[config.mk]
export PLATFORM = sky130hd
export DESIGN_NAME = mem_access_unit
export DESIGN_NICKNAME = d
export VERILOG_FILES = /design/src/rtl/mem_access_unit_pkg.sv /design/src/rtl/mem_access_unit_align.sv /design/src/rtl/mem_access_unit.sv
export SDC_FILE = /design/constraint.sdc
export NUM_CORES = 1
export LEC_CHECK = 0
export BUFFER_PORTS_ARGS = -buffer_cell sky130_fd_sc_hd__clkbuf_2
export CORE_ASPECT_RATIO = 1.75
export CORE_UTILIZATION = 45
export DETAILED_ROUTE_END_ITERATION = 7
export GPL_ROUTABILITY_DRIVEN = 0
export GPL_TIMING_DRIVEN = 0
export PLACE_DENSITY_LB_ADDON = 0.08
export SLEW_MARGIN = 25
export SYNTH_ARGS = -nofsm -noshare
export SYNTH_HDL_FRONTEND = slang
export SYNTH_SLANG_ARGS = --single-unit
[constraint.sdc]
create_clock -name clk -period 7.8 [get_ports clk]
set_input_delay 1.56 -clock clk [delete_from_list [all_inputs] [get_ports clk]]
set_output_delay 1.56 -clock clk [all_outputs]
set_load 0.03 [all_outputs]
[src/rtl/mem_access_unit_pkg.sv]
// rtl/mem_access_unit_pkg.sv - dreq_info encoding, size/state enums and alignment helper
// Shared with the control unit so both sides agree on the dreq_info layout.
package mem_access_unit_pkg;

  localparam int XLEN              = 64;
  localparam int BYTES             = XLEN / 8;
  localparam int INFO_UNSIGNED_BIT = 2;

  typedef enum logic [1:0] {
    MSIZE_B = 2'd0,
    MSIZE_H = 2'd1,
    MSIZE_W = 2'd2,
    MSIZE_D = 2'd3
  } msize_t;

  typedef enum logic [1:0] {
    S_IDLE = 2'd0,
    S_REQ  = 2'd1,
    S_RESP = 2'd2,
    S_DONE = 2'd3
  } memu_state_t;

  function automatic logic is_misaligned(input msize_t size, input logic [2:0] off);
    case (size)
      MSIZE_H: return off[0];
      MSIZE_W: return off[1:0] != 2'b00;
      MSIZE_D: return off != 3'b000;
      default: return 1'b0;
    endcase
  endfunction

endpackage

[src/rtl/mem_access_unit_align.sv]
// rtl/mem_access_unit_align.sv - byte-lane steering for stores, extract/extend for loads
// Purely combinational; the offset is the low three address bits.
module mem_align
  import mem_access_unit_pkg::*;
(
  input  msize_t             size,
  input  logic               is_unsigned,
  input  logic               is_store,
  input  logic [2:0]         off,
  input  logic [XLEN-1:0]    wdata,
  input  logic [XLEN-1:0]    rword,
  output logic [BYTES-1:0]   strobe,
  output logic [XLEN-1:0]    sdata,
  output logic [XLEN-1:0]    ldata
);

  logic [BYTES-1:0] base_mask;
  logic [XLEN-1:0]  sh;

  always_comb begin
    base_mask = 8'h01;
    ldata     = '0;
    case (size)
      MSIZE_B: base_mask = 8'h01;
      MSIZE_H: base_mask = 8'h03;
      MSIZE_W: base_mask = 8'h0F;
      default: base_mask = 8'hFF;
    endcase

    strobe = is_store ? (base_mask << off) : '0;
    sdata  = wdata << {off, 3'b000};
    sh     = rword >> {off, 3'b000};

    case (size)
      MSIZE_B: ldata = is_unsigned ? {56'd0, sh[7:0]}  : {{56{sh[7]}},  sh[7:0]};
      MSIZE_H: ldata = is_unsigned ? {48'd0, sh[15:0]} : {{48{sh[15]}}, sh[15:0]};
      MSIZE_W: ldata = is_unsigned ? {32'd0, sh[31:0]} : {{32{sh[31]}}, sh[31:0]};
      default: ldata = sh;
    endcase
  end

endmodule

[src/rtl/mem_access_unit.sv]
// rtl/mem_access_unit.sv - memory stage: one aligned bus transaction per start pulse
// Latches the request on accept, drives the bus from latched fields, pulses memu_finish once.
module mem_access_unit
  import mem_access_unit_pkg::*;
(
  input  logic              clk,
  input  logic              rst,
  input  logic              memu_valid,
  input  logic              dm_re,
  input  logic              dm_we,
  input  logic [2:0]        dreq_info,
  input  logic [XLEN-1:0]   addr,
  input  logic [XLEN-1:0]   wdata,
  output logic              dreq_valid,
  output logic [XLEN-1:0]   dreq_addr,
  output logic [1:0]        dreq_size,
  output logic [BYTES-1:0]  dreq_strobe,
  output logic [XLEN-1:0]   dreq_data,
  input  logic              dresp_addr_ok,
  input  logic              dresp_data_ok,
  input  logic [XLEN-1:0]   dresp_data,
  output logic              memu_finish,
  output logic [XLEN-1:0]   rdata,
  output logic              misalign_err
);

  memu_state_t     state_q, state_d;
  logic [XLEN-1:0] addr_q, addr_d;
  logic [XLEN-1:0] wdata_q, wdata_d;
  msize_t          size_q, size_d;
  logic            uns_q, uns_d;
  logic            we_q, we_d;
  logic [XLEN-1:0] rdata_q, rdata_d;
  logic            err_q, err_d;

  logic [XLEN-1:0] ldata;
  logic            accept_mis;

  assign accept_mis = is_misaligned(msize_t'(dreq_info[1:0]), addr[2:0]);

  mem_align u_align (
    .size        (size_q),
    .is_unsigned (uns_q),
    .is_store    (we_q),
    .off         (addr_q[2:0]),
    .wdata       (wdata_q),
    .rword       (dresp_data),
    .strobe      (dreq_strobe),
    .sdata       (dreq_data),
    .ldata       (ldata)
  );

  always_comb begin
    state_d = state_q;
    addr_d  = addr_q;
    wdata_d = wdata_q;
    size_d  = size_q;
    uns_d   = uns_q;
    we_d    = we_q;
    rdata_d = rdata_q;
    err_d   = err_q;
    case (state_q)
      S_IDLE: begin
        if (memu_valid && (dm_re || dm_we)) begin
          addr_d  = addr;
          wdata_d = wdata;
          size_d  = msize_t'(dreq_info[1:0]);
          uns_d   = dreq_info[INFO_UNSIGNED_BIT];
          we_d    = dm_we;
          err_d   = accept_mis;
          if (accept_mis) begin
            rdata_d = '0;
            state_d = S_DONE;
          end else begin
            state_d = S_REQ;
          end
        end
      end
      S_REQ: begin
        if (dresp_addr_ok) begin
          if (dresp_data_ok) begin
            state_d = S_DONE;
            if (!we_q) rdata_d = ldata;
          end else begin
            state_d = S_RESP;
          end
        end
      end
      S_RESP: begin
        if (dresp_data_ok) begin
          state_d = S_DONE;
          if (!we_q) rdata_d = ldata;
        end
      end
      default: state_d = S_IDLE;
    endcase
  end

  always_ff @(posedge clk or posedge rst) begin
    if (rst) begin
      state_q <= S_IDLE;
      addr_q  <= '0;
      wdata_q <= '0;
      size_q  <= MSIZE_B;
      uns_q   <= 1'b0;
      we_q    <= 1'b0;
      rdata_q <= '0;
      err_q   <= 1'b0;
    end else begin
      state_q <= state_d;
      addr_q  <= addr_d;
      wdata_q <= wdata_d;
      size_q  <= size_d;
      uns_q   <= uns_d;
      we_q    <= we_d;
      rdata_q <= rdata_d;
      err_q   <= err_d;
    end
  end

  assign dreq_valid   = (state_q == S_REQ);
  assign dreq_addr    = addr_q;
  assign dreq_size    = size_q;
  assign memu_finish  = (state_q == S_DONE);
  assign rdata        = rdata_q;
  assign misalign_err = err_q;

  // A completion before the request was accepted means the bus broke protocol.
  a_no_early_data: assert property (@(posedge clk) disable iff (rst)
    (state_q == S_REQ && dresp_data_ok) |-> dresp_addr_ok);

endmodule
-- Yosys cells after proc, flatten, opt, wreduce, memory -nomap -nowiden
Cells that the tools add are included.
- flip-flop bits (word level): 199
- input bits: 202
- logic and storage cells: 52
- equal/unequal tests: 12
- shifts and indexed selects: 3
- multiplexer cells: 19
- reductions and logical operators: 10
- operator list (operator ; count):
    $mux 64 ; 8
    $pmux 64 s3 ; 2
    $shl 64x6->64 ; 1
    $shr 64x6->64 ; 1
    $pmux 8 s3 ; 1
    $eq 2x2->1 const B ; 5
    $mux 2 ; 4
    $mux 8 ; 1
    $shl 8x3->8 ; 1
    $eq 2x1->1 const B ; 3
    $ne 2x2->1 const B ; 3
    $pmux 2 s3 ; 1
    $reduce_bool 3->1 ; 2
    $logic_not 2->1 ; 2
    $reduce_and 4->1 ; 1
    $pmux 1 s3 ; 1
    $reduce_and 3->1 ; 1
    $ne 2x1->1 const B ; 1
    $reduce_and 2->1 ; 1
    $reduce_bool 2->1 ; 1
    $logic_and 1x1->1 ; 1
    $logic_or 1x1->1 ; 1
    $mux 1 ; 1

-- Depth between registers and ports, before layout
- depth after elaboration: 7
- mapped depth: 9
- mapped depth without buffers: 7

-- By module
Synthesis repeated with hierarchy kept, for this count alone.
- cells, all modules: 1153
- area total of the unflattened synthesis: 12330.6 sq um
- modules (own cells, without submodules) (module ; instances ; cells each ; area an instance (sq um) ; seq. area each (sq um)):
    mem_access_unit ; 1 ; 581 ; 8210.4 ; 4979.8
    mem_align ; 1 ; 572 ; 4120.2 ; 0.0

-- Worst setup path after synthesis
OpenSTA, ideal clock, no wires.
- path kind: reg-to-output
- start point: reg addr_q[0], in the netlist dreq_addr[0]
- end point: out dreq_data[53]
- arrival: 2614 ps
- required time: 6240 ps
- slack: 3626 ps
- cell stages (with the launch flop): 8
- path through: dfrtp_1 > buf_6 > buf_2 > buf_2 > clkbuf_1 > buf_1 > o21ai_0 > o21ai_0
- word-level cells in the longest chain between the ends: 1
- RTL lines (element ; line ; RTL):
    start, declared ; mem_access_unit.sv:28 ; logic [XLEN-1:0] addr_q, addr_d;
    start signal, assigned ; mem_access_unit.sv:111 ; addr_q <= addr_d;
    $shl 64x6->64 ; mem_access_unit_align.sv:31 ; sdata = wdata << {off, 3'b000};
    end, declared ; mem_access_unit.sv:18 ; output logic [XLEN-1:0] dreq_data,
No other way between the ends.

-- Worst setup path in the final report
- start point: reg addr_q[1], in the netlist dreq_addr[1]
- end point: out dreq_data[33]
The elaborated chain is that of the path after synthesis.

==> impl_metrics.env <==
export IMPL_clkSinkCount=199
export IMPL_r2r_start="dreq_addr[0]$_DFFE_PP0P_"
export IMPL_fp_dieW_microns=123
export IMPL_powerDensity_nw_per_um2=555
export IMPL_grt_start_max_net_pins=96
export IMPL_critical_path_class="flop to primary output"
export IMPL_required_ps=6240
export IMPL_place_hpwl_mm=35.8
export IMPL_clk_latency_ps=470
export IMPL_firstDrtPassIters=7
export IMPL_yosysTopAreaCell="dfrtp_1"
export IMPL_post_route_min_period_ps=5040
export IMPL_crit_start="dreq_addr[1]$_DFFE_PP0P_"
export IMPL_status="completed"
export IMPL_fillCellCount=2316
export IMPL_cts_tree="built"
export IMPL_synth_top_area_share_pct=43.3
export IMPL_setup_viol=0
export IMPL_setup_slack_ps=2760
export IMPL_hold_violations=0
export IMPL_power_frac_seq_pct=23.3
export IMPL_synthDistinctLibCells=49
export IMPL_synth_top_flop_cell="dfrtp_1"
export IMPL_clkPwrFrac_pct=11.7
export IMPL_hp_start="rdata[63]$_DFFE_PP0P_"
export IMPL_power_mw=8.12
export IMPL_cts_hold_buf=0
export IMPL_internal_power_mw=3.77
export IMPL_synthArstFlopShare_pct=100
export IMPL_rsz0062_at_grt="no"
export IMPL_area_growth_syn_to_layout_pct=27.1
export IMPL_antenna_found_initial=0
export IMPL_switchingPower_mw=4.35
export IMPL_crit_top_cell="buf_2"
export IMPL_hold_slack_ps=479
export IMPL_syn_avg_cell_area_sq_um=10.7
export IMPL_critPathSlowestCell="clkbuf_1"
export IMPL_sw_frac_of_total_pct=53.6
export IMPL_ir_drop_v=0.000309
export IMPL_drtIter0Drc=1163
export IMPL_cp_max_fo=10
export IMPL_place_ws_ps=3360
export IMPL_clockBufferDepth=2
export IMPL_combPwrFrac_pct=65.0
export IMPL_cap_violations=0
export IMPL_tightest_slew_ps=915
export IMPL_diodes=0
export IMPL_synth_nets=1285
export IMPL_yosys_warnings=0
export IMPL_wl_per_cell_microns=25.2
export IMPL_cp_end_kind="primary output"
export IMPL_final_layout_size_suffix_gt1_share_pct=44.4
export IMPL_drc=0
export IMPL_start_kind="flop"
export IMPL_tns_ps=0
export IMPL_die_y_microns=214
export IMPL_max_stage_delay_ps=510
export IMPL_start_util_pct=45.8
export IMPL_relSlewSlack_pct=39.0
export IMPL_die_area_sq_um=26200
export IMPL_p_leak_nw=7.25
export IMPL_grt_pass1_vias=10900
export IMPL_cts_buffers=17
export IMPL_grt_pass1_wl_mm=66.6
export IMPL_cp_arrival_ps=3480
export IMPL_postRouteAntennaNets=0
export IMPL_hp_class="flop to flop"
export IMPL_post_cts_resized=0
export IMPL_slew_violations=0
export IMPL_path_cells="buf_4 -> buf_4 -> buf_2 -> buf_2 -> buf_2 -> clkbuf_1 -> o22ai_1 -> clkbuf_2"
export IMPL_yosysSeqAreaShare_pct=43.3
export IMPL_cts_root_buffer="clkbuf_16"
export IMPL_grtUsageTotal_pct=35.7
export IMPL_fmax_mhz=199
export IMPL_cts_setup_buffers=0
export IMPL_vias=10900
export IMPL_syn_cell_area_sq_um=11500
export IMPL_post_route_period_util_pct=64.6
export IMPL_grt_ovfl_total=0
export IMPL_io_pins=407
export IMPL_clkTransAtPathRegs_ps=80
export IMPL_htreeDepth=4
export IMPL_synth_area_top_cells="dfrtp_1, mux2_2, mux2i_1"
export IMPL_synthTopCellsByCount="dfrtp_1, mux2_2, mux2i_1"
export IMPL_coreArea_sq_um=25100
export IMPL_synth_edf_count=0
export IMPL_io_buffers=406
export IMPL_skew_ps=8.88
export IMPL_drt_total_wl_mm=46.2
export IMPL_synth_seq_cells=199
export IMPL_placementRows=77
export IMPL_via_per_inst=5.92
export IMPL_synthCells=1079
export IMPL_yosys_cell_count_top_type="dfrtp_1"
export IMPL_fin_nets=1713
## stage by stage
| step | utilization [%] | instances | instance area [sq um] |
|---|---|---|---|
| after global placement | 55.4 | 1801 | 13900 |
| final | 58.2 | 1836 | 14600 |
| after global routing | 58.2 | 1836 | 14600 |
| after floorplan | - | 1079 | 11500 |
| after CTS | 58.2 | 1836 | 14600 |
| after detailed placement | 55.7 | 1804 | 14000 |
## logic make-up after synthesis
group           Yosys count  synth area share (%)
compound gates          271                  15.5
buf+inv                 104                  3.98
simple gates            198                  7.80
flops                   199                  43.3
fa+ha+maj                 4                 0.435
mux                     303                  29.0
## worst max-delay path, delay by kind of cell, from the launching register on
kind / cells / cell delay, ps
buf+inv: 7 / 2310
flops: 1 / 440
compound gates: 1 / 240
## per-layer routing
layer	track usage (%)	wire length (microns)	vias up	part of all wire [%]
met4	26.6	3400	0	7.3
li1	-	-	4815	-
met5	0	0	-	0
met2	62.4	23900	638	52
met1	36.5	15300	5244	33
met3	8.30	3630	165	7.9
## power groups by stage
stage / registers [mW] / logic (mW) / clock network (mW)
floorplan: 2.30 / 3.09 / 0
finish: 1.89 / 5.28 / 0.948
CTS: 1.88 / 5.21 / 0.964
global placement: 1.88 / 5.15 / 0
detailed placement: 1.90 / 5.20 / 0
global route: 1.94 / 5.59 / 0.996
## layout by cell type, fill, tap and decap left out, drive strengths merged, types with 2 or more instances in the layout
| cell | synthesis | layout |
|---|---|---|
| a211o | 6 | 6 |
| a211oi | 17 | 17 |
| a21oi | 76 | 76 |
| a22o | 26 | 26 |
| a2bb2oi | 2 | 2 |
| a31oi | 9 | 9 |
| a32o | 2 | 2 |
| and2 | 7 | 7 |
| and3 | 8 | 8 |
| buf | 33 | 36 |
| bufinv | 0 | 2 |
| clkbuf | 60 | 484 |
| clkinv | 0 | 4 |
| clkinvlp | 0 | 2 |
| dfrtp | 199 | 199 |
| ha | 4 | 4 |
| inv | 11 | 17 |
| mux2 | 165 | 165 |
| mux2i | 130 | 130 |
| mux4 | 8 | 8 |
| nand2 | 75 | 75 |
| nand2b | 4 | 4 |
| nand3 | 21 | 21 |
| nand3b | 2 | 2 |
| nand4 | 2 | 2 |
| nor2 | 56 | 56 |
| nor2b | 13 | 13 |
| nor3 | 5 | 5 |
| o211ai | 8 | 8 |
| o21ai | 80 | 80 |
| o22ai | 30 | 30 |
| o2bb2ai | 6 | 6 |
| or3b | 2 | 2 |
## state kept, by name (all words and copies together) (netlist names)
name	count
dreq_size	2
uns_q	1
wdata_q	64
misalign_err	1
rdata	64
we_q	1
dreq_addr	64
state_q	2
## final timing paths
kind	endpoint	slack, ps	depth (start not counted)
hold / removal	rdata[63]$_DFFE_PP0P_	480	2
max in group asynchronous	rdata[45]$_DFFE_PP0P_	6060	3
hold reg to reg	rdata[63]$_DFFE_PP0P_	480	2
min in group asynchronous	dreq_addr[51]$_DFFE_PP0P_	1010	2
setup reg to reg	rdata[32]$_DFFE_PP0P_	4730	8
setup / recovery	dreq_data[33]	2760	8
## cell type report
cell class | count | area (sq um) | share of cell area [%]
flip-flops and latches | 199 | 4980 | 34.0
clock buffers | 18 | 439 | 3.00
clock inverters | 14 | 181 | 1.24
plain buffers | 93 | 417 | 2.85
repair buffers | 409 | 2090 | 14.3
inverters | 11 | 48.8 | 0.334
multi-input cells | 776 | 6070 | 41.5
well taps | 316 | 395 | 2.70
No activity file was read; power rests on OpenSTA's default activity.
